<file path="src/rtl/uart_pkg.sv">
// uart_pkg: definitions shared by the UART transmitter and receiver.
//   OVERSAMPLE   : baud ticks per bit period (the baud strobe runs at 16x baud)
//   uart_state_t : frame state encoding for the serial FSMs
package uart_pkg;

    localparam int OVERSAMPLE = 16;

    typedef enum logic [2:0] {
        ST_IDLE   = 3'd0,
        ST_START  = 3'd1,
        ST_DATA   = 3'd2,
        ST_PARITY = 3'd3,
        ST_STOP   = 3'd4
    } uart_state_t;

endpackage

</file>
<file path="src/rtl/uart_tx.sv">
// uart_tx: serialises one SIZEDATA-bit word onto the UART line:
// start bit, data LSB first, optional even parity, then stop bit(s).
// The FSM advances only on i_tick cycles (16x baud strobe).
//
// Optional feature: define UART_TX_PARITY_EN to insert a 16-tick even
// parity bit (over the latched word) between the data and stop bits.
//
// Parameters:
//   SIZEDATA    data bits per frame
//   SB_TICK     ticks in the stop period (16 = 1 stop bit, 32 = 2)
// Ports:
//   i_clk       system clock, rising edge
//   i_reset_n   asynchronous active-low reset
//   i_tick      baud strobe, one i_clk wide
//   i_tx_start  send request, only sampled while idle
//   i_tx_data   word to send, latched when the request is accepted
//   o_tx        serial line, idles high
//   o_tx_busy   high from acceptance until the frame ends
//   o_tx_done   one-cycle pulse at frame end
module uart_tx
    import uart_pkg::*;
#(
    parameter int SIZEDATA = 8,
    parameter int SB_TICK  = 16
) (
    input  logic                i_clk,
    input  logic                i_reset_n,
    input  logic                i_tick,
    input  logic                i_tx_start,
    input  logic [SIZEDATA-1:0] i_tx_data,
    output logic                o_tx,
    output logic                o_tx_busy,
    output logic                o_tx_done
);

    localparam int TW = $clog2(SB_TICK);
    localparam int BW = $clog2(SIZEDATA);

    localparam logic [TW-1:0] BIT_TICK_LAST  = TW'(OVERSAMPLE - 1);
    localparam logic [TW-1:0] STOP_TICK_LAST = TW'(SB_TICK - 1);
    localparam logic [BW-1:0] BIT_LAST       = BW'(SIZEDATA - 1);

    uart_state_t         state_q,  state_next;
    logic [TW-1:0]       tick_q,   tick_next;
    logic [BW-1:0]       bit_q,    bit_next;
    logic [SIZEDATA-1:0] shreg_q,  shreg_next;
    logic                tx_next;
    logic                busy_next;
    logic                done_next;
`ifdef UART_TX_PARITY_EN
    // The shift register is consumed during DATA, so parity is captured
    // from the word at acceptance time.
    logic                parity_q, parity_next;
`endif

    always_ff @(posedge i_clk or negedge i_reset_n) begin
        if (!i_reset_n) begin
            state_q   <= ST_IDLE;
            tick_q    <= '0;
            bit_q     <= '0;
            shreg_q   <= '0;
            o_tx      <= 1'b1;
            o_tx_busy <= 1'b0;
            o_tx_done <= 1'b0;
`ifdef UART_TX_PARITY_EN
            parity_q  <= 1'b0;
`endif
        end else begin
            state_q   <= state_next;
            tick_q    <= tick_next;
            bit_q     <= bit_next;
            shreg_q   <= shreg_next;
            o_tx      <= tx_next;
            o_tx_busy <= busy_next;
            o_tx_done <= done_next;
`ifdef UART_TX_PARITY_EN
            parity_q  <= parity_next;
`endif
        end
    end

    always_comb begin
        state_next  = state_q;
        tick_next   = tick_q;
        bit_next    = bit_q;
        shreg_next  = shreg_q;
        done_next   = 1'b0;
`ifdef UART_TX_PARITY_EN
        parity_next = parity_q;
`endif

        unique case (state_q)
            ST_IDLE: begin
                if (i_tx_start) begin
                    state_next  = ST_START;
                    tick_next   = '0;
                    shreg_next  = i_tx_data;
`ifdef UART_TX_PARITY_EN
                    parity_next = ^i_tx_data;
`endif
                end
            end
            ST_START: begin
                if (i_tick) begin
                    if (tick_q == BIT_TICK_LAST) begin
                        state_next = ST_DATA;
                        tick_next  = '0;
                        bit_next   = '0;
                    end else begin
                        tick_next = tick_q + 1'b1;
                    end
                end
            end
            ST_DATA: begin
                if (i_tick) begin
                    if (tick_q == BIT_TICK_LAST) begin
                        tick_next  = '0;
                        shreg_next = shreg_q >> 1;
                        if (bit_q == BIT_LAST) begin
`ifdef UART_TX_PARITY_EN
                            state_next = ST_PARITY;
`else
                            state_next = ST_STOP;
`endif
                        end else begin
                            bit_next = bit_q + 1'b1;
                        end
                    end else begin
                        tick_next = tick_q + 1'b1;
                    end
                end
            end
`ifdef UART_TX_PARITY_EN
            ST_PARITY: begin
                if (i_tick) begin
                    if (tick_q == BIT_TICK_LAST) begin
                        state_next = ST_STOP;
                        tick_next  = '0;
                    end else begin
                        tick_next = tick_q + 1'b1;
                    end
                end
            end
`endif
            ST_STOP: begin
                if (i_tick) begin
                    if (tick_q == STOP_TICK_LAST) begin
                        state_next = ST_IDLE;
                        tick_next  = '0;
                        done_next  = 1'b1;
                    end else begin
                        tick_next = tick_q + 1'b1;
                    end
                end
            end
            default: begin
                state_next = ST_IDLE;
                tick_next  = '0;
            end
        endcase
    end

    // Outputs are registered: their next values follow the next state so
    // the line changes in the same cycle the FSM does.
    always_comb begin
        tx_next   = 1'b1;
        busy_next = (state_next != ST_IDLE);
        unique case (state_next)
            ST_START:  tx_next = 1'b0;
            ST_DATA:   tx_next = shreg_next[0];
`ifdef UART_TX_PARITY_EN
            ST_PARITY: tx_next = parity_next;
`endif
            default:   tx_next = 1'b1;
        endcase
    end

endmodule
</file>
<file path="config.mk">
export PLATFORM = sky130hd
export DESIGN_NAME = uart_tx
export DESIGN_NICKNAME = d
export VERILOG_FILES = /design/src/rtl/uart_pkg.sv /design/src/rtl/uart_tx.sv
export SDC_FILE = /design/constraint.sdc
export NUM_CORES = 1
export LEC_CHECK = 0
export ABC_CLOCK_PERIOD_IN_PS = 2740
export CAP_MARGIN = 40
export CORE_MARGIN = 2
export CORE_UTILIZATION = 55
export DETAILED_ROUTE_END_ITERATION = 8
export PLACE_DENSITY = 0.89
export REMOVE_ABC_BUFFERS = 1
export SLEW_MARGIN = 20
export SYNTH_ARGS = -nofsm -noshare
export SYNTH_HDL_FRONTEND = slang
export SYNTH_SLANG_ARGS = --single-unit
export TNS_END_PERCENT = 100
</file>
<file path="constraint.sdc">
create_clock -name i_clk -period 2.74 [get_ports i_clk]
set_clock_uncertainty 0.15 [all_clocks]
set_input_delay 0.411 -clock i_clk [delete_from_list [all_inputs] [get_ports i_clk]]
set_output_delay 0.411 -clock i_clk [all_outputs]
set_load 0.1 [all_outputs]
</file>
Word-level counts from Yosys, hierarchy flattened
Index checks and enable logic that the tools add are counted.
W data, S select, Z words.
{"block": "op_classes", "n_eq_ne": 14, "addsub": 2, "reduce_logical": 8, "n_mux": 27}
{"cell": "$mux W3", "n": 13}
{"cell": "$mux W8", "n": 3}
{"cell": "$pmux W8 S2", "n": 1}
{"cell": "$mux W4", "n": 3}
{"cell": "$ne A2 B2 Y1 const B", "n": 6}
{"cell": "$pmux W3 S4", "n": 1}
{"cell": "$pmux W4 S2", "n": 1}
{"cell": "$eq A3 B1 Y1 const B", "n": 2}
{"cell": "$eq A3 B2 Y1 const B", "n": 2}
{"cell": "$eq A3 B3 Y1 const B", "n": 2}
{"cell": "$pmux W3 S2", "n": 1}
{"cell": "$reduce_and A6 Y1", "n": 1}
{"cell": "$add A4 B1 Y4 const B", "n": 1}
{"cell": "$eq A4 B4 Y1 const B", "n": 1}
{"cell": "$reduce_and A4 Y1", "n": 1}
{"cell": "$reduce_bool A2 Y1", "n": 2}
{"cell": "$add A3 B1 Y3 const B", "n": 1}
{"cell": "$logic_not A3 Y1", "n": 1}
{"cell": "$mux W1", "n": 3}
{"cell": "$reduce_bool A3 Y1", "n": 1}
{"cell": "$reduce_or A3 Y1", "n": 1}
{"cell": "$ne A2 B1 Y1 const B", "n": 1}
{"cell": "$pmux W1 S2", "n": 1}
{"cell": "$reduce_and A2 Y1", "n": 1}
{"block": "totals", "reg_bits": 21, "out_inout_bits": 3, "input_bits": 12, "elab_cells": 59}

Logic depth before layout (Yosys ltp)
Gate-level depths: netlist of the first run.
{"block": "logic_depth", "depth_word": 7, "depth_mapped": 7, "ltp_nobuf": 5}

Least setup slack after synthesis of the first run
OpenSTA, ideal clock, no wires.
{"block": "synth_timing", "path_kind": "reg-to-reg", "startpoint": "register tick_q[0]", "endpoint": "register o_tx_busy", "t_arrival_ns": 1.452, "path_buffers": 1, "path_stages_with_launch": 6, "slack_ns": 1.006, "t_required_ns": 2.459, "setup_ns": 0.131, "synth_period_minus_slack_ns": 1.734, "path_cell_list": "dfrtp_1 > ha_1 > and4_1 > buf_4 > a32o_1 > or3_1"}
{"block": "synth_via", "elab_chain_len": 5, "word_cells_on_any_way": 9, "classes_between": "eq/ne: 1; mux: 7; reduce/logical: 1"}
{"element": "start, declared", "line": "uart_tx.sv:44", "text": "logic [TW-1:0] tick_q, tick_next;"}
{"element": "start signal, assigned", "line": "uart_tx.sv:70", "text": "tick_q <= tick_next;"}
{"element": "$eq A4 B4 Y1 *", "line": "uart_tx.sv:105, uart_tx.sv:116, uart_tx.sv:147"}
{"element": "$mux W3 (on tied branches)", "line": "uart_tx.sv:147, uart_tx.sv:105, uart_tx.sv:116"}
{"element": "$mux W3 (on tied branches)", "line": "uart_tx.sv:146, uart_tx.sv:104, uart_tx.sv:115"}
{"element": "$pmux W3 S4 *", "line": "uart_tx.sv:92", "text": "unique case (state_q)"}
{"element": "via state_next[1]", "line": "uart_tx.sv:43", "text": "uart_state_t state_q, state_next;"}
{"element": "$reduce_bool A3 Y1 *", "line": "uart_tx.sv:167", "text": "busy_next = (state_next != ST_IDLE);"}
{"element": "via busy_next", "line": "uart_tx.sv:48", "text": "logic busy_next;"}
{"element": "end signal, assigned", "line": "uart_tx.sv:74", "text": "o_tx_busy <= busy_next;"}
{"element": "end, declared", "line": "uart_tx.sv:32", "text": "output logic o_tx_busy,"}
The timed path passes the listed nets; every way through them passes the cells marked *.
A chain may end at the register's enable or synchronous reset.

Worst setup path in the final report of the first run
{"block": "layout_timing", "startpoint": "register state_q[1]", "endpoint": "register tick_q[0]"}
{"block": "layout_via", "elab_chain_len": 4, "word_cells_on_any_way": 9, "classes_between": "eq/ne: 5; mux: 1; reduce/logical: 3"}
{"element": "start, declared", "line": "uart_tx.sv:43"}
{"element": "start signal, assigned", "line": "uart_tx.sv:69", "text": "state_q <= state_next;"}
{"element": "$eq A3 B3 Y1, or another cell as far along", "line": "uart_tx.sv:92"}
{"element": "$reduce_or A3 Y1 (no line)"}
{"element": "$ne A2 B1 Y1 (no line)"}
{"element": "$reduce_and A2 Y1 (no line)"}
Parallel ways exist; a longest one is shown, timed or not.

==> results.toml, run 1 <==
[global_routing]
grt-ovfl-total = 0
antenna_found_initial = 0
grt_max_degree = 22
grt_pass1_vias = 841
grt_pass1_wl_mm = 3.64
gr-usage-all-layers = 0.195

[route]
wl_mm = 2.07
dr.pass1.iters = 4
vias = 877
drcViolationCount = 0
wire_per_inst_um = 14.2
vias_per_cell = 6.01
first_iter_violations = 19
antenna_left = 0

[logic_synthesis]
synth_cell_types = 44
synth-async-reset-ratio = 1.00
syn_area_um2 = 1110
synth_compound_gate_area_share = 0.202
synth_most_common_cell = "dfrtp_1"
synth_top_cell_by_area = "dfrtp_1"
synth-simple-area-share = 0.192
synth_area_leaders = "dfrtp_1 (45%), a22oi_1 (6.1%), nand2_1 (6.1%)"
synthCells = 104
synth_edf_count = 0
synth_xor_area_frac = 0.0157
synth_ff_type = "dfrtp_1"
synthAdderAreaFrac = 0.0337
synth_top_area_frac = 0.449
synth_top_family_by_area = "compound AO/OA/AOI/OAI gates"
avgSynthCellArea_um2 = 10.7
ys_top_cells_by_count = "dfrtp_1 (20), nand2_1 (18), a22oi_1 (9)"
ys_seq_area_frac = 0.473
yosysWarnings = 0
ys_ff_latch = 21
synth_mux_area_frac = 0.0191

[cts]
cts.clk_slew.worst_paths_ps = 120
clk_latency_ps = 310
h-tree-depth = 1
cts_buffers = 3
cts_buffer_depth = 2
cts-root-buf = "clkbuf_4"
cts-resized-gates = 0
cts_setup_buffers = 0
hold_buffers = 0
cts_tree = "built"
cts.sinks = 21

[sta]
tightestPinTransition_ps = 547
rsz0062_at_grt = "false"
final-max-slew-violation-count = 0
hold_viol_final = 0
period_minus_slack_ps = 1930
period_share = 0.704
slew_headroom = 0.632
fmaxAchievable_mhz = 519
tns_ps = 0
setup_violations = 0

[power_and_ir_drop]
ir_worst_vdd_uv = 565
power.density_nw_per_um2 = 889
p_leak_nw = 0.556
finalPower_mw = 1.13

[placed_design]
dp.cells = 142
dp_hpwl_mm = 1.52
io_buffer_count = 14
gp_congestion = 0.795

[die]
io_pins = 15
die_w_um = 49.0
rows = 16
coreArea_um2 = 1940
start_util = 0.574
die_height_um = 49.0
die-area_um2 = 2400

[finish]
syn2layout_area_growth_pct = 13.9
antenna_cells = 0
final_cell_count_no_fill = 146
nets = 135
drive_gt1_frac = 0.168

[worst_setup_path]
rr_startpoint = "state_q[1]"
reg2reg_depth = 4
startpoint = "state_q[1]"
r2r_slack_ps = 810
path_buf_inv = 0
crit_family = "compound AO/OA/AOI/OAI gates"
arrival_ps = 1990
worstPathMaxFanout = 12
regToRegEndpoint = "tick_q[0]"
startpoint_type = "flip-flop"
critPathKind = "flip-flop to flip-flop"
crit_chain = "xor2_1 > o21ai_0 > o21ai_2 > mux2_2"
crit_path_end_kind = "flip-flop"
max_stage_delay_ps = 540
required_ps = 2800
slowest_stage = "dfrtp_1"

[hold_path]
hp-class = "input port to asynchronous set/reset pin"

[flow_run]
drv_cap = 0

[status]
run_status = "complete, no violations"
## per-stage QoR
stage,instance area (um^2),setup slack [ps],hold WS [ps],utilization
after floorplan,1050,899,-34.6,-
after global placement,1240,534,305,0.640
after detailed placement,1240,491,320,0.640
after CTS,1270,804,286,0.654
after global routing,1270,712,304,0.654
final,1270,812,277,0.654
## registers in the layout, summed over array words and instances, names as in the netlist
| register | cells |
|---|---|
| o_tx_done | 1 |
| shreg_q | 8 |
| o_tx_busy | 1 |
| o_tx | 1 |
| state_q | 3 |
| tick_q | 4 |
| bit_q | 3 |
## routing by layer
layer | vias up | track usage | share of wire
li1 | 417 | - | -
met4 | 0 | 0.0810 | 0.016
met2 | 30 | 0.326 | 0.48
met3 | 6 | 0.0307 | 0.050
met5 | - | 0 | 0
met1 | 424 | 0.251 | 0.45
## how the worst max path moves through the flow
stage                  to  slack (ps)  cells after the start
4_1_cts         tick_q[0]         800                      3
6_report        tick_q[0]         810                      4
2_1_floorplan  shreg_q[0]         900                      4
3_5_place_dp    o_tx_busy         490                      5
5_1_grt         o_tx_busy         710                      5
3_3_place_gp    o_tx_busy         530                      5
## cell type report
| cell class | count | area (um^2) |
|---|---|---|
| Tap cell | 27 | 33.8 |
| Clock inverter | 1 | 5.00 |
| Clock buffer | 3 | 22.5 |
| Inverter | 3 | 11.3 |
| Multi-Input combinational cell | 74 | 515 |
| Timing Repair Buffer | 17 | 155 |
| Sequential cell | 21 | 527 |
| Fill cell | 169 | 672 |
## placed cells by master, fill, tap and decap left out, types with 2 or more instances in the layout
cell type        netlist  routed
nor3b_1                2       2
a21oi_1                2       2
ha_1                   3       3
clkdlybuf4s50_1        0      11
nand4_1                2       2
clkbuf_4               0       3
buf_4                  1       6
nand2_1               18      18
nand3_1                2       2
inv_1                  2       2
dfrtp_1               20      20
o21ai_0                4       4
nor4_1                 2       2
nor2_1                 2       2
a22oi_1                9       9
o2bb2ai_1              3       3
## where the power goes
group          switching, mW  internal [mW]
Sequential             0.105          0.421
Combinational          0.269          0.186
Clock                 0.0945         0.0545
Total                  0.468          0.661
## cells by family (layout without fill, tap and decap cells)
kind of cell,count (synthesis),in the layout
AND/OR/NAND/NOR,38,38
AO/OA/AOI/OAI,29,29
flip-flops,21,21
buffers and inverters,9,24
adder cells (fa/ha/maj),3,3
XOR/XNOR,2,2
multiplexers,2,2
Power figures use the tool's default switching activity.
==> run 2: changes to the inputs <==
--- a/config.mk
+++ b/config.mk
@@ -5,12 +5,12 @@
 export SDC_FILE = /design/constraint.sdc
 export NUM_CORES = 1
 export LEC_CHECK = 0
-export ABC_CLOCK_PERIOD_IN_PS = 2740
+export ABC_CLOCK_PERIOD_IN_PS = 1700
 export CAP_MARGIN = 40
 export CORE_MARGIN = 2
-export CORE_UTILIZATION = 55
+export CORE_UTILIZATION = 48
 export DETAILED_ROUTE_END_ITERATION = 8
-export PLACE_DENSITY = 0.89
+export PLACE_DENSITY = 0.83
 export REMOVE_ABC_BUFFERS = 1
 export SLEW_MARGIN = 20
 export SYNTH_ARGS = -nofsm -noshare
==> constraint.sdc (replaced) <==
create_clock -name i_clk -period 1.7 [get_ports i_clk]
set_clock_uncertainty 0.15 [all_clocks]
set_input_delay 0.255 -clock i_clk [delete_from_list [all_inputs] [get_ports i_clk]]
set_output_delay 0.255 -clock i_clk [all_outputs]
set_load 0.1 [all_outputs]
==> results.toml, run 2 (same netlist as run 1, synthesis figures left out) <==
[status]
run_status = "complete, but fails checks"
violations = "setup timing"

[die]
io_pins = 15
die-area_um2 = 2720
die_height_um = 52.2
rows = 17
start_util = 0.504
die_w_um = 52.2
coreArea_um2 = 2210

[cts]
h-tree-depth = 1
clk_latency_ps = 300
hold_buffers = 0
cts.sinks = 21
cts_tree = "built"
cts.clk_slew.worst_paths_ps = 130
cts_buffer_depth = 2
cts_buffers = 3
cts-root-buf = "clkbuf_4"

[route]
vias = 995
drcViolationCount = 0
vias_per_cell = 5.72
wl_mm = 2.87
dr.pass1.iters = 4
antenna_left = 0
first_iter_violations = 36
wire_per_inst_um = 16.5

[sta]
holdWs_ps = 129
fmaxAchievable_mhz = 584
setup_violations = 1
period_minus_slack_ps = 1710
period_share = 1.01
tightestPinTransition_ps = 402
slew_headroom = 0.729
final-max-slew-violation-count = 0
rsz0062_at_grt = "true"
tns_ps = -11.0
fin_ws_ps = -11.0
hold_viol_final = 0

[global_routing]
grt-ovfl-total = 0
grt_pass1_wl_mm = 4.51
gr-usage-all-layers = 0.223
grt_max_degree = 22
grt_pass1_vias = 963
antenna_found_initial = 0

[placed_design]
io_buffer_count = 14
dp.cells = 164
pre_cts_ws_ps = -190
dp_hpwl_mm = 1.89
gp_congestion = 0.854

[worst_setup_path]
worstPathMaxFanout = 4
crit_chain = "ha_2 > and4_4 > nand2_1 > a32o_1 > or3_1"
crit_family = "simple AND/OR/NAND/NOR gates"
r2r_slack_ps = -10
path_buf_inv = 0
arrival_ps = 1750
rr_startpoint = "tick_q[1]"
slowest_stage = "dfrtp_1"
max_stage_delay_ps = 380
required_ps = 1740
reg2reg_depth = 5
critPathKind = "flip-flop to flip-flop"
regToRegEndpoint = "o_tx_busy"
crit_path_end_kind = "flip-flop"
startpoint_type = "flip-flop"

[hold_path]
hp-class = "input port to asynchronous set/reset pin"

[finish]
layout_commonest_cell = "buf_4"
antenna_cells = 0
fillers = 155
regMostFlops = "shreg_q"
nets = 162
multi_input_area_um2 = 613
ff_latch_area_um2 = 528
final_cell_count_no_fill = 174
syn2layout_area_growth_pct = 47.2
largest_reg_flops = 8
reg.largest.list = "shreg_q: 8 flops, tick_q: 4 flops"
final_cell_mix = "buf_4 (24), dfrtp_1 (19), nand2_1 (18)"
drive_gt1_frac = 0.418

[power_and_ir_drop]
p_leak_nw = 0.723
finalPower_mw = 2.29
power.density_nw_per_um2 = 1390
ir_worst_vdd_uv = 998

[flow_run]
drv_cap = 0
-- run 2: cell count changes in the layout (fill, tap and decap cells not counted), sizes merged --
cell	delta
buf	+27
-- run 2: cell type report --
type | count | area share
clock buffers | 3 | 0.0137
inverters | 3 | 0.00686
flip-flops and latches | 21 | 0.322
multi-input cells | 74 | 0.373
well taps | 28 | 0.0213
repair buffers | 44 | 0.260
clock inverters | 1 | 0.00305
-- run 2: worst register-to-register path, stage by stage (launching register included) --
cell,delay [ps]
dfrtp_1,380
ha_2,200
and4_4,240
nand2_1,60
a32o_1,220
or3_1,350
-- run 2: power by group --
part | leakage, nW | internal [mW] | switching, mW
combinational | 0.445 | 0.606 | 0.627
sequential | 0.261 | 0.680 | 0.129
clock | 0.0177 | 0.0875 | 0.158
-- run 2: repair_timing --
item / 4_1_cts / 5_1_grt
buffers inserted: 3 / 3
gates resized for setup: 10 / 16
pin swaps: 5 / 11
setup endpoints to repair: 7 / 14
-- run 2: layer usage --
layer	vias up	GRT usage	share of wire
met2	20	0.401	0.54
met1	502	0.292	0.43
met4	0	0.0214	0
met3	0	0.0371	0.031
li1	473	-	-
met5	-	0	0
-- run 2: worst max-delay path by stage --
stage                    start    endpoint  cells after the start
CTS                 state_q[0]   tick_q[3]                      4
global placement        i_tick   o_tx_busy                      5
floorplan           state_q[0]  shreg_q[0]                      4
finish               tick_q[1]   o_tx_busy                      5
detailed placement      i_tick        o_tx                      6
global route         tick_q[1]        o_tx                      7
-- run 2: per-stage QoR --
step / util / area, um^2
3_5_place_dp: 0.650 / 1440
5_1_grt: 0.742 / 1640
6_report: 0.742 / 1640
2_1_floorplan: - / 1050
4_1_cts: 0.692 / 1530
3_3_place_gp: 0.650 / 1440
